[src/rtl/priority_irq_ctrl_v_if.sv]
// Handshake bundle for priority_irq_ctrl_v: request/ready inputs and the
// (code, valid) offer with pending and drop status.
// Optional: PRIO_IRQ_MASK_EN adds the i_mask input.
interface priority_irq_ctrl_v_if #(
    parameter int N_REQ  = 4,
    parameter int CODE_W = 2
);
    logic [N_REQ-1:0]  i_req;
    logic              i_ready;
    logic [CODE_W-1:0] o_code;
    logic              o_valid;
    logic [N_REQ-1:0]  o_pending;
    logic              o_drop;
`ifdef PRIO_IRQ_MASK_EN
    logic [N_REQ-1:0]  i_mask;

    // Controller side
    modport master (
        input  i_req, i_ready, i_mask,
        output o_code, o_valid, o_pending, o_drop
    );

    // Event source / consumer side
    modport slave (
        output i_req, i_ready, i_mask,
        input  o_code, o_valid, o_pending, o_drop
    );
`else
    // Controller side
    modport master (
        input  i_req, i_ready,
        output o_code, o_valid, o_pending, o_drop
    );

    // Event source / consumer side
    modport slave (
        output i_req, i_ready,
        input  o_code, o_valid, o_pending, o_drop
    );
`endif
endinterface

[src/rtl/priority_irq_ctrl_v.sv]
// priority_irq_ctrl_v: latches request pulses into sticky pending bits,
// arbitrates them with line 0 highest, and offers the winner as a registered
// code with valid/ready. An offer holds until accepted (no re-arbitration).
// Optional: PRIO_IRQ_MASK_EN excludes masked lines from arbitration.
module priority_irq_ctrl_v #(
    parameter int N_REQ  = 4,
    parameter int CODE_W = 2
) (
    input logic                  i_clk,
    input logic                  i_rst_n,
    priority_irq_ctrl_v_if.master bus
);

    typedef enum logic {IDLE = 1'b0, OFFER = 1'b1} state_t;

    state_t            state, state_next;
    logic [N_REQ-1:0]  pending_p0, pending_next, clr, elig;
    logic [CODE_W-1:0] code_p0, code_next, win;
    logic              drop_p0, drop_next, accept;

    function automatic logic [CODE_W-1:0] lowest_set(input logic [N_REQ-1:0] v);
        logic [CODE_W-1:0] idx;
        idx = '0;
        for (int i = N_REQ - 1; i >= 0; i--) begin
            if (v[i]) idx = CODE_W'(i);
        end
        return idx;
    endfunction

    // Ready only counts while an offer is on the bus
    assign accept = (state == OFFER) && bus.i_ready;

    // Pending update (set wins over clear), drop detect and arbitration
    always_comb begin
        clr = '0;
        if (accept) clr[code_p0] = 1'b1;
        pending_next = (pending_p0 & ~clr) | bus.i_req;
        drop_next    = |(bus.i_req & pending_p0 & ~clr);
`ifdef PRIO_IRQ_MASK_EN
        elig = pending_next & ~bus.i_mask;
`else
        elig = pending_next;
`endif
        win = lowest_set(elig);
    end

    // State register
    always_ff @(posedge i_clk or negedge i_rst_n) begin
        if (!i_rst_n) state <= IDLE;
        else          state <= state_next;
    end

    // Pending vector, offered code and drop pulse registers
    always_ff @(posedge i_clk or negedge i_rst_n) begin
        if (!i_rst_n) begin
            pending_p0 <= '0;
            code_p0    <= '0;
            drop_p0    <= 1'b0;
        end else begin
            pending_p0 <= pending_next;
            code_p0    <= code_next;
            drop_p0    <= drop_next;
        end
    end

    // Next state: leave IDLE when something is eligible, leave OFFER on an
    // accept that leaves nothing eligible
    always_comb begin
        state_next = state;
        case (state)
            IDLE:    if (elig != '0) state_next = OFFER;
            OFFER:   if (bus.i_ready && (elig == '0)) state_next = IDLE;
            default: state_next = IDLE;
        endcase
    end

    // Next offered code: load the winner from IDLE or on accept, else hold
    always_comb begin
        code_next = code_p0;
        if (((state == IDLE) || accept) && (elig != '0)) code_next = win;
    end

    assign bus.o_code    = code_p0;
    assign bus.o_valid   = (state == OFFER);
    assign bus.o_pending = pending_p0;
    assign bus.o_drop    = drop_p0;

endmodule

[src/flat_wrapper.sv]
// flat-port wrapper written by rule: the top's interface ports become plain ports
module priority_irq_ctrl_v_flat 
#(
    parameter int N_REQ  = 4,
    parameter int CODE_W = 2
)
  (i_clk, i_rst_n, bus_i_req, bus_i_ready, bus_o_code, bus_o_valid, bus_o_pending, bus_o_drop);
  priority_irq_ctrl_v_if #(.N_REQ(N_REQ), .CODE_W(CODE_W)) bus_i ();
  input logic i_clk;
  input logic i_rst_n;
  input wire logic [$bits(bus_i.i_req)-1:0] bus_i_req;
  input wire logic [$bits(bus_i.i_ready)-1:0] bus_i_ready;
  output wire logic [$bits(bus_i.o_code)-1:0] bus_o_code;
  output wire logic [$bits(bus_i.o_valid)-1:0] bus_o_valid;
  output wire logic [$bits(bus_i.o_pending)-1:0] bus_o_pending;
  output wire logic [$bits(bus_i.o_drop)-1:0] bus_o_drop;
  assign bus_i.i_req = bus_i_req;
  assign bus_i.i_ready = bus_i_ready;
  assign bus_o_code = bus_i.o_code;
  assign bus_o_valid = bus_i.o_valid;
  assign bus_o_pending = bus_i.o_pending;
  assign bus_o_drop = bus_i.o_drop;
  priority_irq_ctrl_v #(.N_REQ(N_REQ), .CODE_W(CODE_W)) u_core (.i_clk(i_clk), .i_rst_n(i_rst_n), .bus(bus_i));
endmodule
[config.mk]
export PLATFORM = sky130hd
export DESIGN_NAME = priority_irq_ctrl_v_flat
export DESIGN_NICKNAME = d
export VERILOG_FILES = /design/src/rtl/priority_irq_ctrl_v_if.sv /design/src/rtl/priority_irq_ctrl_v.sv /design/src/flat_wrapper.sv
export SDC_FILE = /design/constraint.sdc
export NUM_CORES = 1
export LEC_CHECK = 0
export ABC_AREA = 1
export BUFFER_PORTS_ARGS = -buffer_cell sky130_fd_sc_hd__buf_2
export CAP_MARGIN = 20
export CORE_AREA = 2 2 39 41
export CTS_BUF_LIST = sky130_fd_sc_hd__clkbuf_2
export CTS_CLUSTER_DIAMETER = 80
export DETAILED_ROUTE_END_ITERATION = 10
export DIE_AREA = 0 0 41 43
export PLACE_DENSITY = 0.66
export REMOVE_ABC_BUFFERS = 1
export SLEW_MARGIN = 30
export SYNTH_ARGS = -nofsm -noshare
export SYNTH_HDL_FRONTEND = slang
export SYNTH_SLANG_ARGS = --single-unit
[constraint.sdc]
create_clock -name i_clk -period 1.6 [get_ports i_clk]
set_input_delay 0.08 -clock i_clk [delete_from_list [all_inputs] [get_ports i_clk]]
set_output_delay 0.08 -clock i_clk [all_outputs]
set_load 0.005 [all_outputs]
; After elaboration in Yosys (flattened, before gate mapping)
; Cells that the tools add are included.
[totals]
regBits = 8
word_cells = 30
output_inout_bits = 8
inputBits = 7
[op_classes]
n_lt_le_gt_ge = 2
muxes = 10
reduce_logical = 8
n_bitwise = 6
[ops]
columns = cell, n
row1 = $and A4 B4 Y4, 3
row2 = $mux W2, 4
row3 = $logic_and A1 B1 Y1, 4
row4 = $logic_not A4 Y1, 1
row5 = $mux W4, 1
row6 = $not A4 Y4, 1
row7 = $or A4 B4 Y4, 1
row8 = $reduce_bool A4 Y1, 1
row9 = $reduce_or A4 Y1, 1
row10 = $lt A2 B3 Y1 const B, 1
row11 = $mux W1, 3
row12 = $demux W1 S2, 1
row13 = $ge A2 B1 Y1 const B, 1
row14 = $pmux W1 S2, 1
row15 = $logic_or A1 B1 Y1, 1
row16 = $not A1 Y1, 1

; Logic depth before layout (Yosys ltp)
[depth]
depth_word = 12
depth_mapped = 9
depth_no_buf = 9

; Worst setup path after synthesis
; No wires, ideal clock.
[synth_path]
path_kind = register to register
from = register u_core.code_p0[0], in the netlist u_core.bus.o_code[0]
to = register u_core.code_p0[0], in the netlist u_core.bus.o_code[0]
slack_ps = 449
path_buffers = 0
period_less_slack_ps = 1151
t_required_ps = 1483
t_arrival_ps = 1034
stages_incl_launch_ff = 9
setup_time_ps = 117
path_cell_list = dfrtp_1 > nor2_1 > nand2_2 > nand2_4 > nand2_4 > o21ai_2 > nand2_1 > nand2_1 > nand2_1
[synth_via]
word_cells_on_any_way = 15
cone_classes = 2 x order compare / 7 x mux / 3 x bitwise / 3 x reduce/logical
[synth_lines]
columns = item, line
row1 = start: declaration, priority_irq_ctrl_v.sv:18  ; logic [CODE_W-1:0] code_p0, code_next, win;
row2 = start signal: assignment, priority_irq_ctrl_v.sv:61  ; code_p0 <= code_next;
row3 = $lt A2 B3 Y1 (implied by the code) / $ge A2 B1 Y1 (equally long branches), priority_irq_ctrl_v.sv:36  ; if (accept) clr[code_p0] = 1'b1;
row4 = $logic_and A1 B1 Y1 (implied by the code), priority_irq_ctrl_v.sv:36
row5 = $mux W1 (implied by the code), priority_irq_ctrl_v.sv:36
row6 = $demux W1 S2 *, n/a
row7 = $mux W4 *, priority_irq_ctrl_v.sv:36
row8 = $not A4 Y4 *, priority_irq_ctrl_v.sv:37  ; pending_next = (pending_p0 & ~clr) | bus.i_req;
row9 = $and A4 B4 Y4 *, priority_irq_ctrl_v.sv:37
row10 = $or A4 B4 Y4 *, priority_irq_ctrl_v.sv:37
row11 = net u_core.elig[0], priority_irq_ctrl_v.sv:17  ; logic [N_REQ-1:0] pending_p0, pending_next, clr, elig;
row12 = $reduce_bool A4 Y1, priority_irq_ctrl_v.sv:80  ; if (((state == IDLE) || accept) && (elig != '0)) code_next = win;
row13 = $logic_and A1 B1 Y1, priority_irq_ctrl_v.sv:80
; Mark *: on every way through the listed nets, which the timed path passes. The rest lies on a longest branch.
; A chain may end at the register's enable or synchronous reset.

; Worst setup path after layout
; Ends and elaborated chain as after synthesis.

==> results.md <==
Die:
- The floorplan row count is 14.
- The floorplan step defined a die boundary enclosing 1760 µm².
- The die height is 43 µm.
- The placeable core area is 1380 µm².
- The number of ports placed on the die boundary is 15.
- Measured along the x axis, the die boundary spans 41 µm.
- For this configuration, the core starts out at a cell density of 0.310.

Drt:
- The average vias per placed instance is 4.65.
- The number of design-rule violations left by the first detailed-router iteration is 14.
- For this block, wires on met1 add up to 337 µm.
- The detailed router used layers up to and including met4.
- Summed over all layers, the routed wires come to 834 µm.
- The pre-antenna-repair detailed-routing pass consisted of 4 iterations.
- The detailed route wirelength on metal3 is 50 µm.
- The total via count in the routed design is 386.
- In this run the remaining antenna-violating nets after routing total 0.
- For this run, design rule violations remaining after detail routing come to 0.
- In the detailed route, the total length drawn on met2 is 429 µm.
- The final routed wire length divided by cell count is 10.0 µm.

Finish:
- The core utilization of the finished layout is 0.393.
- The multi-input logic area is 194 µm².
- The storage element area is 200 µm².
- The post-layout instance count excluding filler cells is 83.
- The area of all placed cells without fillers is 544 µm².
- The layout filler cell count is 149.
- The ratio of cells with drive above 1 in the final layout is 0.478.
- The antenna diode instance count is 0.
- The count of nets after finishing is 76.
- From synthesis to final layout, the design area changed by 26.8%.

Yosys:
- Counting distinct cell types in the post-synthesis netlist gives 18.
- The cell area after synthesis is 429 µm².
- The post-synthesis register bit count is 8.
- Of all cell types, the one taking the most synthesized area is sky130_fd_sc_hd__dfrtp_1.
- Averaged over all synthesized cells, the footprint is 8.76 µm².
- Sorting the synthesized cells by area gives the leading types as sky130_fd_sc_hd__dfrtp_1 (47%), sky130_fd_sc_hd__nand2_2 (8.7%), sky130_fd_sc_hd__inv_1 (6.1%).
- Counting instances in the post-synthesis netlist gives the leading cell types as sky130_fd_sc_hd__dfrtp_1 (8), sky130_fd_sc_hd__inv_1 (7), sky130_fd_sc_hd__nand2_1 (7).
- For this run, the register share of the synthesized area comes to 0.466.
- The number of standard cells after synthesis is 49.
- Among all flip-flop cells after synthesis, the most frequent one is sky130_fd_sc_hd__dfrtp_1.
- The number of warnings issued by yosys is 0.
- In the post-synthesis netlist, the cell with the most instances is sky130_fd_sc_hd__dfrtp_1.
- The share of Yosys cell area claimed by the top area cell type is 0.466.
- For this run, asynchronously set or reset flops after synthesis account for 1.00.
- Yosys mapped a number of flops with a built-in enable equal to 0.

Worst setup path:
- Data arrives at the worst endpoint at 1.36 ns.
- The slowest stage of the critical path belongs to the cell sky130_fd_sc_hd__dfrtp_1.
- On the worst path, the slowest cell contributes a delay of 0.44 ns.
- In this run the worst setup path begins at u_core.bus.o_code[0].
- Of all nets on the critical path, the largest fanout is 6.
- The worst setup path is captured at a flop.
- The worst register-to-register path has a depth of 8.
- The critical path in this run is classified as flop to flop.
- The launch point of the worst reg-to-reg path is u_core.bus.o_code[0].
- The most common cell type on the critical path is sky130_fd_sc_hd__nand2_1.
- The worst register-to-register path ends at u_core.bus.o_code[0].
- The signal on the critical path passes through nor2_1 -> nand2_2 -> nand2_4 -> nand2_4 -> o21ai_2 -> nand2_1 -> nand2_1 -> nand2_1.
- The capturing instance or port of the critical path is u_core.bus.o_code[0].
- The register-to-register path setup slack is 0.37 ns.
- The data required time of the worst path is 1.73 ns.
- The sort of element at the start of the critical path is a flop.

GRT:
- After global routing the overflow that remains totals 0.
- The first global-routing pass estimated 1300 µm of wire.
- Entering global routing, the biggest net connects 9 pins.
- The total global routing track utilization is 0.112.
- The via count of the first global-routing pass is 364.
- The initial antenna violation count is 0.

Status:
- The flow ran to the end, and the final reports show no timing, DRC or antenna violations.

Clock tree:
- In this run the number of H-tree levels came out at 1.
- The clock passes through at most 2 buffers.
- After clock tree synthesis, the clock-pin slew on the worst setup and hold paths is 0.08 ns.
- Buffers inserted during clock tree synthesis total 3.
- The clock latency on the worst-skew pair is 0.23 ns.
- Clock tree synthesis found a total of 8 sinks.
- Once the clock tree was built, the resizer swapped 0 gates to a different size.
- The CTS tree is built.
- The tree is rooted in a sky130_fd_sc_hd__clkbuf_2.

Flow run:
- Max-cap violations in this run came to 0.

Pwr:
- In this run the static leakage power is 0.285 nW.
- The total power divided by cell area is 808 nW/µm².
- The share of total power dissipated in sequential elements is 0.520.
- The share of total power consumed by net switching is 0.305.
- The switching power is 0.134 mW.
- VDD sags by at most 242 µV.
- The cell-internal power is 0.306 mW.
- Of the total power, the clock network draws 0.269.
- Of the total power, combinational logic draws 0.211.
- Overall power consumption after layout is estimated at 0.440 mW.

Timing:
- After layout, the worst setup slack is 0.371 ns.
- The final hold slack is 0.0933 ns.
- The clock arrives with 0.00915 ns of skew.
- The total count of hold-check failures in the final report came to 0.
- Setup violations remaining at the end of the flow were counted as 0.
- The sum of negative setup slack is 0 ns.
- The max-slew violation total from the final report came to 0.
- The part of the cycle the worst path needs is 0.768.
- At the pin with the least slew margin, the transition time is 0.210 ns.
- The worst path needs 1.23 ns of the cycle, external delays included.
- Headroom to the max-slew limit came out at 0.859.
- Setup repair after global routing left no endpoint under its margin.
- The maximum achievable frequency is 0.814 GHz.

Placed design:
- At the placement stage, the worst setup path has a slack of 0.379 ns.
- The global placer's final weighted congestion is 0.755.
- The cell area reported after detailed placement is 519 µm².
- The HPWL after detailed placement is 692 µm.
- In this run the tool buffered the top-level ports with 14 buffer cells.
- The instance count after placement with tap cells included is 79.

Hold path:
- The type of the worst min-delay path is input port to flop.
[how the worst min path moves through the flow]
stage                 start                 endpoint  slack (ns)  depth (start not counted)
2_1_floorplan       i_rst_n     u_core.bus.o_code[0]       -0.22                          0
3_3_place_gp        i_rst_n     u_core.bus.o_code[1]       -0.07                          1
3_5_place_dp        i_rst_n     u_core.bus.o_code[1]       -0.07                          1
4_1_cts        bus_i_req[1]  u_core.bus.o_pending[1]        0.08                          3
5_1_grt        bus_i_req[1]  u_core.bus.o_pending[1]        0.08                          3
6_report       bus_i_req[1]  u_core.bus.o_pending[1]        0.09                          3
[cell usage in the layout (no fill, tap or decap), drive strengths merged, types with 2 or more instances in the layout]
cell type and count:
nand4 2, clkbuf 3, o21ai 2, dfrtp 8, inv 8, nor2 5
a21oi 2, nand2 15, buf 14
[flip-flops by register name (all words and copies together) (netlist names)]
| register | count |
|---|---|
| u_core.bus.o_code | 2 |
| u_core.bus.o_valid | 1 |
| u_core.bus.o_pending | 4 |
| u_core.bus.o_drop | 1 |
[critical path: cells and delay by family (launching register included)]
| kind | cells | cell delay [ns] |
|---|---|---|
| simple gates | 7 | 0.52 |
| flops | 1 | 0.44 |
| compound gates | 1 | 0.17 |
[cell families after synthesis]
kind of cell,synth area share
flip-flops,0.466
AO/OA/AOI/OAI,0.143
buffers and inverters,0.0816
AND/OR/NAND/NOR,0.309
[area by class of cell]
cell class              instances  area share
flip-flops and latches          8       0.368
multi-input cells              32       0.356
repair buffers                 15       0.147
inverters                       9      0.0644
well taps                      16      0.0368
clock buffers                   3      0.0276
[metal layers]
layer | up-vias | global-route usage
li1 | 195 | -
met1 | 173 | 0.120
met2 | 16 | 0.184
met3 | 2 | 0.0157
met4 | 0 | 0.0800
met5 | - | 0
[power groups by stage]
stage / combinational, mW / sequential [mW] / clock [mW]
final: 0.0927 / 0.228 / 0.118
after global routing: 0.106 / 0.230 / 0.136
after CTS: 0.0943 / 0.229 / 0.126
after detailed placement: 0.0920 / 0.233 / 0
after global placement: 0.0908 / 0.232 / 0
after floorplan: 0.0554 / 0.233 / 0
[what timing repair did]
item,in CTS,in global routing
endpoints found under the hold margin,8,0
buffers inserted,0,0
hold buffers,1,0
(Power assumes the default switching activity.)
